## src/rtl/mux_pkg.sv

```systemverilog
// mux_pkg: shared constants and helpers for the round-robin stream mux.
//   MODE_RR / MODE_FIXED : arbitration mode encodings
//   sel_width(n)         : width of a binary channel index, never below 1
package mux_pkg;

    localparam int MODE_RR    = 0;
    localparam int MODE_FIXED = 1;

    function automatic int sel_width(input int n);
        return (n > 2) ? $clog2(n) : 1;
    endfunction

endpackage

```

## src/rtl/mux_rr_stream_arbiter.sv

```systemverilog
// rr_arbiter: one-hot grant over a request vector.
//   clk, rst    : clock, synchronous active-high reset
//   req         : requests (already gated by the caller's load condition)
//   advance     : a grant was consumed this cycle; move the pointer past it
//   grant       : one-hot grant, zero when req is zero
//   grant_idx   : binary index of the granted request
// MODE_RR searches from rr_ptr upward with wrap; MODE_FIXED picks the lowest.
module rr_arbiter
    import mux_pkg::*;
#(
    parameter  int CHANNELS = 4,
    parameter  int MODE     = MODE_RR,
    localparam int SELW     = sel_width(CHANNELS)
) (
    input  logic                clk,
    input  logic                rst,
    input  logic [CHANNELS-1:0] req,
    input  logic                advance,
    output logic [CHANNELS-1:0] grant,
    output logic [SELW-1:0]     grant_idx
);

    logic [SELW-1:0] rr_ptr;
    logic            found;

    // Two passes: first the requests at or above the pointer, then all of
    // them; the second pass covers the wrap from the top back to channel 0.
    always_comb begin
        grant     = '0;
        grant_idx = '0;
        found     = 1'b0;
        if (MODE == MODE_RR) begin
            for (int i = 0; i < CHANNELS; i++) begin
                if (!found && req[i] && i >= int'(rr_ptr)) begin
                    found     = 1'b1;
                    grant[i]  = 1'b1;
                    grant_idx = SELW'(i);
                end
            end
        end
        for (int i = 0; i < CHANNELS; i++) begin
            if (!found && req[i]) begin
                found     = 1'b1;
                grant[i]  = 1'b1;
                grant_idx = SELW'(i);
            end
        end
    end

    // Explicit compare for the wrap so non-power-of-two channel counts work.
    always_ff @(posedge clk) begin
        if (rst) begin
            rr_ptr <= '0;
        end else if (advance) begin
            rr_ptr <= (int'(grant_idx) == CHANNELS - 1) ? '0 : grant_idx + 1'b1;
        end
    end

endmodule

```

## src/rtl/mux_rr_stream.sv

```systemverilog
// mux_rr_stream: N-channel valid/ready stream mux into one output register.
//   clk, rst            : clock, synchronous active-high reset
//   in_data/in_valid    : CHANNELS packed input words and their valids
//   in_ready            : one-hot (or zero) accept back to the inputs
//   force_en/force_sel  : restrict eligibility to a single channel index
//   out_data/out_valid  : registered selected word
//   out_ready           : consumer accept
//   out_sel             : channel that supplied out_data
module mux_rr_stream
    import mux_pkg::*;
#(
    parameter  int WIDTH    = 16,
    parameter  int CHANNELS = 4,
    parameter  int MODE     = MODE_RR,
    localparam int SELW     = sel_width(CHANNELS)
) (
    input  logic                      clk,
    input  logic                      rst,
    input  logic [CHANNELS*WIDTH-1:0] in_data,
    input  logic [CHANNELS-1:0]       in_valid,
    output logic [CHANNELS-1:0]       in_ready,
    input  logic                      force_en,
    input  logic [SELW-1:0]           force_sel,
    output logic [WIDTH-1:0]          out_data,
    output logic                      out_valid,
    input  logic                      out_ready,
    output logic [SELW-1:0]           out_sel
);

    logic                load;
    logic [CHANNELS-1:0] force_mask;
    logic [CHANNELS-1:0] req;
    logic [CHANNELS-1:0] grant;
    logic [SELW-1:0]     grant_idx;
    logic                xfer;
    logic [WIDTH-1:0]    sel_word;

    assign load = !out_valid || out_ready;

    // Out-of-range force_sel matches no bit, so nothing is eligible.
    always_comb begin
        force_mask = '0;
        for (int i = 0; i < CHANNELS; i++) begin
            if (int'(force_sel) == i) force_mask[i] = 1'b1;
        end
    end

    // Gating requests with load and reset means any grant is a transfer.
    assign req  = (force_en ? (in_valid & force_mask) : in_valid)
                & {CHANNELS{load && !rst}};
    assign xfer = |grant;
    assign in_ready = grant;

    rr_arbiter #(
        .CHANNELS (CHANNELS),
        .MODE     (MODE)
    ) u_arb (
        .clk       (clk),
        .rst       (rst),
        .req       (req),
        .advance   (xfer),
        .grant     (grant),
        .grant_idx (grant_idx)
    );

    always_comb begin
        sel_word = '0;
        for (int i = 0; i < CHANNELS; i++) begin
            if (grant[i]) sel_word = in_data[i*WIDTH +: WIDTH];
        end
    end

    always_ff @(posedge clk) begin
        if (rst) begin
            out_valid <= 1'b0;
            out_data  <= '0;
            out_sel   <= '0;
        end else if (xfer) begin
            out_valid <= 1'b1;
            out_data  <= sel_word;
            out_sel   <= grant_idx;
        end else if (out_valid && out_ready) begin
            out_valid <= 1'b0;
        end
    end

endmodule

```

## config.mk

```make
export PLATFORM = sky130hd
export DESIGN_NAME = mux_rr_stream
export DESIGN_NICKNAME = d
export VERILOG_FILES = /design/src/rtl/mux_pkg.sv /design/src/rtl/mux_rr_stream_arbiter.sv /design/src/rtl/mux_rr_stream.sv
export SDC_FILE = /design/constraint.sdc
export NUM_CORES = 1
export LEC_CHECK = 0
export BUFFER_PORTS_ARGS = -buffer_cell sky130_fd_sc_hd__buf_2
export CORE_ASPECT_RATIO = 1.25
export CORE_MARGIN = 2
export CORE_UTILIZATION = 44
export CTS_CLUSTER_SIZE = 20
export DETAILED_ROUTE_END_ITERATION = 8
export GPL_ROUTABILITY_DRIVEN = 0
export HOLD_SLACK_MARGIN = 0.02
export PLACE_DENSITY = 0.81
export SLEW_MARGIN = 20
export SYNTH_ARGS = -nofsm -noshare
export SYNTH_HDL_FRONTEND = slang
export SYNTH_SLANG_ARGS = --single-unit
```

## constraint.sdc

```tcl
create_clock -name clk -period 5 [get_ports clk]
set_input_delay 0.25 -clock clk [delete_from_list [all_inputs] [get_ports clk]]
set_output_delay 0.25 -clock clk [all_outputs]
set_load 0.02 [all_outputs]
```

==> flow_summary.ini, run 1 <==
[run_status]
outcome = complete, no violations

[worst_setup_path]
critPathKind = register to primary output
r2r_slack_ps = 2360
worstPathCellList = nand2b_1 -> nor2b_1 -> o211ai_2 -> a311oi_4 -> buf_2
path_max_fanout = 18
endpoint_kind = primary output
slowest_delay_ps = 910
critPathBufInv = 1
worst-path-stages = 5
worstRegToRegCells = 8
startpoint_type = register
critical_path.top_delay_family = compound AO/OA/AOI/OAI gates
cp.required_ps = 4750
worst_path_max_delay_cell = a311oi_4
crit_arrival_ps = 2500

[placement]
dpl_cell_area_um2 = 1880
portBuffers = 96
dp_hpwl_mm = 2.98

[detailed_routing]
routedWlPerCell_um = 14.6
wl_mm = 4.01
ant_nets = 0
vias = 1586
drtPass1Iterations = 5
detail_route.vias_per_cell = 5.79
drc = 0
drt_iter0_markers = 38

[sta]
layout_min_cycle_time_ps = 2750
report.final.hold_viol_count = 0
rsz0062_at_grt = no
fin_setup_tns_ps = 0
relSlewSlack = 0.318
finalCritPeriodShare = 0.550
tightest_slew_ps = 1020
finalMaxSlewViolations = 0
clock.fmax_mhz = 364
skew_ps = 2.26
setup_viol = 0

[synth]
ys_seq_elements = 21
synth_cell_types = 39
ys.flop_type = dfxtp_1
yosys.cell_count.top_type = dfxtp_1
synth_area_leader_cell = dfxtp_1
syn_area_um2 = 1410
postSynth.asyncResetShare = 0
yosys_warnings = 0
syn_avg_cell_area_um2 = 9.34
syn_inst = 151
syn_nets = 226
ys_top_cells_by_area = dfxtp_1 30%, a22oi_1 9.6%, a221oi_2 8.5%, o21bai_1 6.9%, a21oi_2 5.0%
seq_area_frac_synth = 0.298
synthTopCellsByCount = 21 x dfxtp_1, 18 x a22oi_1, 13 x o21bai_1
synth_edf_count = 0
synth.top_cell.area_share = 0.298

[floorplan]
die_h_um = 67.3
std_cell_rows = 23
start_util = 0.450
core_um2 = 3140
fp.dieW_um = 54.6
dieArea_um2 = 3680
ios = 97

[worst_hold_path]
min_path_type = input pin to register
hold_path_depth = 3

[finish]
nets = 313
stdcell_area_um2 = 1930
antenna_cells = 0
drive_gt1_frac = 0.544
area.growth.synth_to_final_pct = 37.2
fillers = 293

[global_routing]
grt_pass1_wl_mm = 6.30
grt_max_degree = 23
track_usage = 0.229
grt_pass1_vias = 1437
antenna_found_initial = 0
gr-total-overflow = 0

[clocking]
clock_path_buffers = 2
cts_tree = yes
insertion_delay_ps = 260
ctsHoldBuffers = 0
cts_buffers = 3
htreeDepth = 1
cts-root-buf = clkbuf_8
clock_sinks = 21
post-cts-setup-buffers = 0
clk_pin_slew_ps = 80
cts_resized = 0

[pwr]
ir_drop_mv = 0.212
leakage_nw = 0.890
pwr_density_cell_nw_per_um2 = 244

[job]
max_cap_violations = 0
## state kept, by name, summed over array words and instances, names as in the netlist
signal	count
out_data	16
out_valid	1
out_sel	2
u_arb.rr_ptr	2
## layout by cell type, fill, tap and decap left out, types with 2 or more instances in the layout
master     n
o21ai_2    3
a221oi_1   8
nor2b_1    3
and2_1     2
a22oi_1   18
nor2_1     8
dfxtp_1   21
nand2_1    5
buf_2     96
a211oi_1   7
nand3_1    3
o21bai_1  13
a21oi_1    7
a21oi_2    8
o21a_1     2
clkbuf_8   3
a221oi_2   8
## cell families after synthesis
logic type / Yosys count / synth area share
and+or+nand+nor: 30 / 0.111
DFF: 21 / 0.298
adders and majority gates: 1 / 0.00887
AOI/OAI and AO/OA: 82 / 0.520
buffers and inverters: 17 / 0.0621
## layer usage
layer,global-route usage,up-vias,share of wire
met3,0.0575,8,0.079
met4,0.0750,0,0.021
li1,-,782,-
met2,0.388,72,0.49
met5,0,-,0
met1,0.274,724,0.41
## final timing paths
path | startpoint | to
max | out_valid | in_ready[2]
max reg2reg | out_valid | u_arb.rr_ptr[1]
min | out_ready | out_valid
min reg2reg | out_valid | out_valid
## tightest hold or removal path, delay by kind of cell
| kind | cells | cell delay, ps |
|---|---|---|
| buf+inv | 1 | 70 |
| compound gates | 1 | 60 |
| simple gates | 1 | 100 |
## through the flow
stage	cells	hold WS [ps]	power, mW	setup WS, ps	util
global route	274	268	0.498	2060	0.617
CTS	274	266	0.472	2200	0.615
global placement	270	476	0.359	2280	0.600
detailed placement	270	480	0.361	2220	0.600
floorplan	151	416	0.300	2590	-
finish	274	265	0.471	2250	0.617
## layout make-up
class / instances / area [µm²] / area share
Clock inverter: 1 / 5.00 / 0.00259
Multi-Input combinational cell: 113 / 926 / 0.479
Sequential cell: 21 / 420 / 0.217
Tap cell: 37 / 46.3 / 0.0239
Timing Repair Buffer: 97 / 488 / 0.252
Inverter: 2 / 7.51 / 0.00388
Clock buffer: 3 / 41.3 / 0.0213
## where the power goes
part / internal, mW / switching (mW) / total (mW)
registers: 0.183 / 0.0110 / 0.194
logic: 0.0683 / 0.0956 / 0.164
clock network: 0.0556 / 0.0574 / 0.113
Note: power is estimated with default switching activity, not from simulation.
==> run 2: changes to the inputs <==
Settings changed: CORE_UTILIZATION 44 to 37, PLACE_DENSITY 0.81 to 0.73.
Clock period 5 ns to 2.34 ns, I/O delays scaled along.
==> run 2 against run 1 <==
Effect of this change:
- critical path depth rose by 2
- global-route usage fell by 3.0 points
- flip-flop and latch count did not move
- first-iteration DRC count rose by 16%
- register-to-register slack got worse by 2100 ps
- die area rose by 18%
- critical path type unchanged
==> flow_summary.ini, run 2 (same netlist as run 1, synthesis figures left out) <==
[floorplan]
fp.dieW_um = 59.2
start_util = 0.379
std_cell_rows = 25
ios = 97
dieArea_um2 = 4320
die_h_um = 73.0
core_um2 = 3720

[worst_setup_path]
endpoint_kind = primary output
cp.required_ps = 2220
worstPathCellList = nand2b_1 -> nor2b_1 -> buf_4 -> nand3_1 -> o32ai_4 -> buf_4 -> buf_2
crit_arrival_ps = 2050
critPathKind = register to primary output
worst_path_max_delay_cell = o32ai_4
startpoint_type = register
r2r_slack_ps = 220
slowest_delay_ps = 570
critPathBufInv = 3
cpMostUsedCell = buf_4
critical_path.top_delay_family = buffers and inverters
path_max_fanout = 13

[clocking]
ctsHoldBuffers = 0
cts-root-buf = clkbuf_8
cts_tree = yes
cts_buffers = 3
clock_path_buffers = 2
clk_pin_slew_ps = 80
insertion_delay_ps = 260
htreeDepth = 1
clock_sinks = 21

[detailed_routing]
routedWlPerCell_um = 15.3
top_layer = met4
wl_met1_mm = 1.70
vias = 1619
ant_nets = 0
drt_iter0_markers = 44
detail_route.vias_per_cell = 5.62
dr_wl_met2_mm = 2.45
wl_met3_um = 200
drtPass1Iterations = 4
drc = 0
wl_mm = 4.40

[global_routing]
grt_pass1_wl_mm = 6.76
antenna_found_initial = 0
grt_max_degree = 22
grt_pass1_vias = 1572
track_usage = 0.199
gr-total-overflow = 0

[worst_hold_path]
min_path_type = input pin to register

[pwr]
internal_power_mw = 0.673
total_power_mw = 1.02
ir_drop_mv = 0.178
pwr-share-clk = 0.231
pwr_density_cell_nw_per_um2 = 506
p_seq_frac = 0.402
swShare = 0.343
switching_power_mw = 0.351
leakage_nw = 0.945
power_frac_comb = 0.368

[job]
max_cap_violations = 0

[sta]
finalMaxSlewViolations = 0
tightest_slew_ps = 643
fin_setup_tns_ps = 0
setup_viol = 0
layout_min_cycle_time_ps = 2170
relSlewSlack = 0.571
skew_ps = 6.33
report.final.hold_viol_count = 0
clock.fmax_mhz = 461
finalCritPeriodShare = 0.927
rsz0062_at_grt = no

[finish]
mostFrequentLayoutCell = buf_2
area.growth.synth_to_final_pct = 43.5
mostFrequentLayoutCells = 96 x buf_2, 19 x dfxtp_1, 18 x a22oi_1
nets = 324
largest_register = out_data
largest_reg_flops = 16
drive_gt1_frac = 0.573
antenna_cells = 0
reg.largest.list = out_data x16, out_sel x2, u_arb.rr_ptr x2

[run_status]
outcome = complete, no violations

[placement]
portBuffers = 96
dp_hpwl_mm = 3.42
run 2: final cells by class:
cell class / instances / area [µm²]
fill: 366 / 1700
clock inverter: 1 / 5.00
inverter: 2 / 7.51
timing repair buffer: 108 / 571
tap: 40 / 50.0
clock buffer: 3 / 41.3
multi-input combinational: 113 / 926
sequential: 21 / 423
run 2: worst min-delay path, delay by kind of cell:
| kind | cells | cell delay, ps |
|---|---|---|
| AO/OA/AOI/OAI | 2 | 160 |
| buffers and inverters | 1 | 80 |
run 2: worst paths after layout:
kind,startpoint,end,cells past startpoint
max,out_valid,in_ready[0],7
min,in_data[14],out_data[14],3
min reg2reg,out_data[11],out_data[11],2
max reg2reg,u_arb.rr_ptr[1],u_arb.rr_ptr[0],9
run 2: timing repair:
item,in CTS,in global routing
endpoints found under the setup margin,0,1
buffers inserted,0,0
gates resized for setup,0,2
run 2: metrics by stage:
| step | worst slack (ps) | area [µm²] | cells | hold WS (ps) | utilization |
|---|---|---|---|---|---|
| global placement | 226 | 1970 | 284 | 397 | 0.529 |
| detailed placement | 172 | 1970 | 284 | 403 | 0.529 |
| global route | 20.7 | 2020 | 288 | 145 | 0.544 |
| finish | 170 | 2020 | 288 | 134 | 0.544 |
| floorplan | 20.9 | 1410 | 151 | 283 | - |
| CTS | 88.6 | 2020 | 288 | 130 | 0.542 |
run 2: power by group through the flow:
stage,clock (mW),combinational [mW],sequential [mW]
floorplan,0,0.188,0.454
global placement,0,0.370,0.419
detailed placement,0,0.376,0.420
CTS,0.245,0.377,0.411
global route,0.256,0.411,0.416
finish,0.236,0.376,0.412
run 2: metal layers:
layer,global-route usage,up-vias
li1,-,797
met1,0.229,761
met2,0.374,55
met3,0.0230,6
met4,0.0581,0
met5,0,-
